File: config.mk
export PLATFORM = sky130hd
export DESIGN_NAME = d_ff_n
export DESIGN_NICKNAME = d
export VERILOG_FILES = /design/src/rtl/d_ff_n_pkg.sv /design/src/rtl/d_ff_n_bit.sv /design/src/rtl/d_ff_n.sv
export SDC_FILE = /design/constraint.sdc
export NUM_CORES = 1
export LEC_CHECK = 0
export ABC_AREA = 1
export CORE_AREA = 4 4 41 43
export DETAILED_ROUTE_END_ITERATION = 10
export DIE_AREA = 0 0 45 47
export PLACE_DENSITY_LB_ADDON = 0.25
export SETUP_SLACK_MARGIN = 0.2
export SLEW_MARGIN = 20
export SYNTH_ARGS = -nofsm -noshare
export SYNTH_HDL_FRONTEND = slang
export SYNTH_HIERARCHICAL = 1
export SYNTH_SLANG_ARGS = --single-unit
File: constraint.sdc
create_clock -name clk -period 1.6 [get_ports clk]
set_input_delay 0.16 -clock clk [delete_from_list [all_inputs] [get_ports clk]]
set_output_delay 0.16 -clock clk [all_outputs]
set_load 0.1 [all_outputs]
File: src/rtl/d_ff_n_pkg.sv
// Shared constants and types for the d_ff_n storage primitive.
//   D_FF_N_DEFAULT_W : default word width (VGA coordinate width)
//   d_ff_n_word_t    : default-width data word
package d_ff_n_pkg;

    localparam int unsigned D_FF_N_DEFAULT_W = 11;

    typedef logic [D_FF_N_DEFAULT_W-1:0] d_ff_n_word_t;

endpackage : d_ff_n_pkg

File: src/rtl/d_ff_n_bit.sv
// Single-bit enabled flop with asynchronous active-low reset.
// Ports:
//   clk : rising-edge clock
//   rst : asynchronous active-low reset, loads RST_VAL_BIT
//   en  : capture enable, active-high
//   d   : data bit
//   q   : registered data bit
module d_ff_n_bit
    import d_ff_n_pkg::*;
#(
    parameter logic RST_VAL_BIT = 1'b0
) (
    input  logic clk,
    input  logic rst,
    input  logic en,
    input  logic d,
    output logic q
);

    logic q_q;
    logic q_d;

    // Hold unless enabled; an X on en propagates to q in simulation.
    always_comb begin
        q_d = q_q;
        if (en) begin
            q_d = d;
        end else if (!en) begin
            q_d = q_q;
        end else begin
            q_d = 1'bx;
        end
    end

    always_ff @(posedge clk or negedge rst) begin
        if (!rst) begin
            q_q <= RST_VAL_BIT;
        end else begin
            q_q <= q_d;
        end
    end

    assign q = q_q;

endmodule : d_ff_n_bit

File: src/rtl/d_ff_n.sv
// Parameterised N-bit enabled register with asynchronous active-low reset.
// Built from N single-bit flops; each gets its own bit of RST_VAL.
// Parameters:
//   N       : data width (>= 1)
//   RST_VAL : value loaded into q while rst is low
// Ports:
//   clk : rising-edge clock
//   rst : asynchronous active-low reset
//   en  : capture enable, active-high
//   d   : N-bit data word
//   q   : N-bit registered data
// Optional macro D_FF_N_ASSERT_EN compiles in behavioural assertions;
// it does not change the logic.
module d_ff_n
    import d_ff_n_pkg::*;
#(
    parameter int unsigned N       = D_FF_N_DEFAULT_W,
    parameter logic [N-1:0] RST_VAL = '0
) (
    input  logic         clk,
    input  logic         rst,
    input  logic         en,
    input  logic [N-1:0] d,
    output logic [N-1:0] q
);

    for (genvar i = 0; i < int'(N); i++) begin : g_bit
        d_ff_n_bit #(
            .RST_VAL_BIT (RST_VAL[i])
        ) u_bit (
            .clk (clk),
            .rst (rst),
            .en  (en),
            .d   (d[i]),
            .q   (q[i])
        );
    end

`ifdef D_FF_N_ASSERT_EN
    // Reset holds q at its reset value.
    a_rst_val : assert property (@(posedge clk) !rst |-> (q == RST_VAL))
        else $error("%m: q differs from RST_VAL while rst is low");

    // Disabled edge leaves q unchanged.
    a_hold : assert property (@(posedge clk)
        (rst && $past(rst) && !$past(en)) |-> $stable(q))
        else $error("%m: q changed on an edge with en low");

    // Enabled edge captures the previous cycle's d.
    a_capture : assert property (@(posedge clk)
        (rst && $past(rst) && $past(en)) |-> (q == $past(d)))
        else $error("%m: q does not match captured d");
`endif

endmodule : d_ff_n

==> flow_summary.toml <==
[setup_path]
cp_cell_sequence = "buf_12"
max_stage_delay_ps = 420
crit_buf_inv = 1
arrival_ps = 860
worstPathRequired_ps = 1440
crit_path_start_kind = "flip-flop"
crit_type = "reg -> out"
critPathTopFamily = "flip-flops"
cp-end-kind = "output pin"
slowest_stage = "dfrtp_1"
critPathMaxFanout = 2

[routing]
routedWlPerCell_um = 9.35
drc = 0
num_vias = 399
avgViaCountPerCell = 4.03
wirelength_um = 926
first_pass_iters = 3
ant_nets = 0
drtIter0Drc = 8

[finish]
n_antenna_cell = 0
drive_gt1_share_pct = 17.9
final_nets = 99
fin_util_pct = 64.8
largest_reg_flops = 11
instances_no_fill = 99
area_growth_pct = 91.5

[synthesis]
synth_nets = 69
synth_cell_types = 3
ys_warn_count = 6
synth_area_um2 = 440
synthCells = 55
synth_top_cell_area_share_pct = 62.5
synth.top_cells.by_area = "dfrtp_1 63%, nand2_1 28%, inv_1 9.4%"
ys_ff_latch = 11
synth_area_leader_cell = "dfrtp_1"
syn_area_per_cell_um2 = 8.01
ys_seq_area_share_pct = 62.5

[timing]
min_period_ps = 1020
worst_pin_slew_ps = 458
post-route-period-util_pct = 64.1
setup_viol = 0
rsz0062_at_grt = "no"
drv_slew = 0
fin_skew_ps = 0
fmax_mhz = 976
max_slew_margin_pct = 69.4
finalHoldViolations = 0
setup_tns_ps = 0

[clock_network]
cts_buffers = 3
cts_resized = 0
clk_path_buf_depth = 2
cts_setup_buffers = 0
cts_max_level = 1
cts-root-buf = "clkbuf_4"
clk_pin_slew_worst_paths_ps = 70
cts_tree = "yes"
insertion_delay_ps = 260
cts_sinks = 11
ctsHoldBuffers = 0

[floorplanning]
io_pins = 25
chipHeight_um = 47
die_area_um2 = 2120
coreArea_um2 = 1300
die_width_um = 45
start_util_pct = 33.8
rows = 13

[placed_design]
io_buffers = 24
dp_hpwl_um = 712
placed_cells = 95
gp_congestion = 0.635

[status]
outcome = "finished clean"

[global_route]
grt_use_total_pct = 10.6
antenna_found_initial = 0
grt_pass1_vias = 383
grt_pass1_wl_mm = 1.55
grt_max_degree = 23
grt_remaining_overflow = 0

[flow_run]
max_cap_viol_count = 0

[pwr]
power_leakage_nw = 0.459
vdd_ir_drop_max_uv = 547
power.density_nw_per_um2 = 1040

[hold_path]
hold_path_class = "in -> async"
[kinds of logic (layout without fill, tap and decap cells)]
group                  Yosys count  in the layout  share of synthesized area [%]
and+or+nand+nor                 33             33                           28.1
DFF                             11             11                           62.5
buffers and inverters           11             40                           9.38
[placed cells by master (no fill, tap or decap)]
cell,count
dfrtp_1,11
nand2_1,33
inv_1,11
buf_4,1
clkbuf_1,1
clkbuf_4,3
buf_12,11
clkdlybuf4s50_1,13
[per-stage QoR]
step                      total power, mW  area, µm²  hold WS (ps)  worst slack [ps]
after floorplan                     0.529        440          -136               454
after global placement              0.698        817           515               499
after detailed placement            0.702        817           519               461
after CTS                           0.888        843           230               565
after global routing                0.920        843           258               534
final                               0.877        843           212               575
[cell type report]
type                            count  area (µm²)
Clock buffer                        4        26.3
Timing Repair Buffer               25         358
Fill cell                         116         458
Sequential cell                    11         275
Inverter                           11        41.3
Tap cell                           15        18.8
Multi-Input combinational cell     33         124
[metal layers]
layer / vias to the layer above / routed length [µm] / GRT usage [%]
met5: - / 0 / 0
met4: 0 / 10 / 7.02
met3: 2 / 78 / 3.83
met2: 13 / 413 / 14.7
met1: 173 / 423 / 13.8
li1: 211 / - / -
[worst paths after layout]
path	slack (ps)	to	cells past startpoint	start
setup / recovery	580	q[4]	1	g_bit[4].u_bit/q
hold / removal	210	g_bit[7].u_bit/q	1	rst
setup reg to reg	950	g_bit[4].u_bit/q	2	g_bit[4].u_bit/q
hold reg to reg	530	g_bit[2].u_bit/q	2	g_bit[2].u_bit/q
max in group asynchronous	1070	g_bit[2].u_bit/q	1	rst
min in group clk	420	g_bit[1].u_bit/q	3	d[1]
[power by group]
part           total, mW  internal (mW)  switching (mW)
Clock              0.184         0.0963          0.0873
Combinational      0.363          0.136           0.227
Sequential         0.330          0.303          0.0277
Total              0.877          0.535           0.342
[cell usage after synthesis]
cell type and count:
dfrtp_1 11, inv_1 11, nand2_1 33
(Power assumes the default switching activity.)
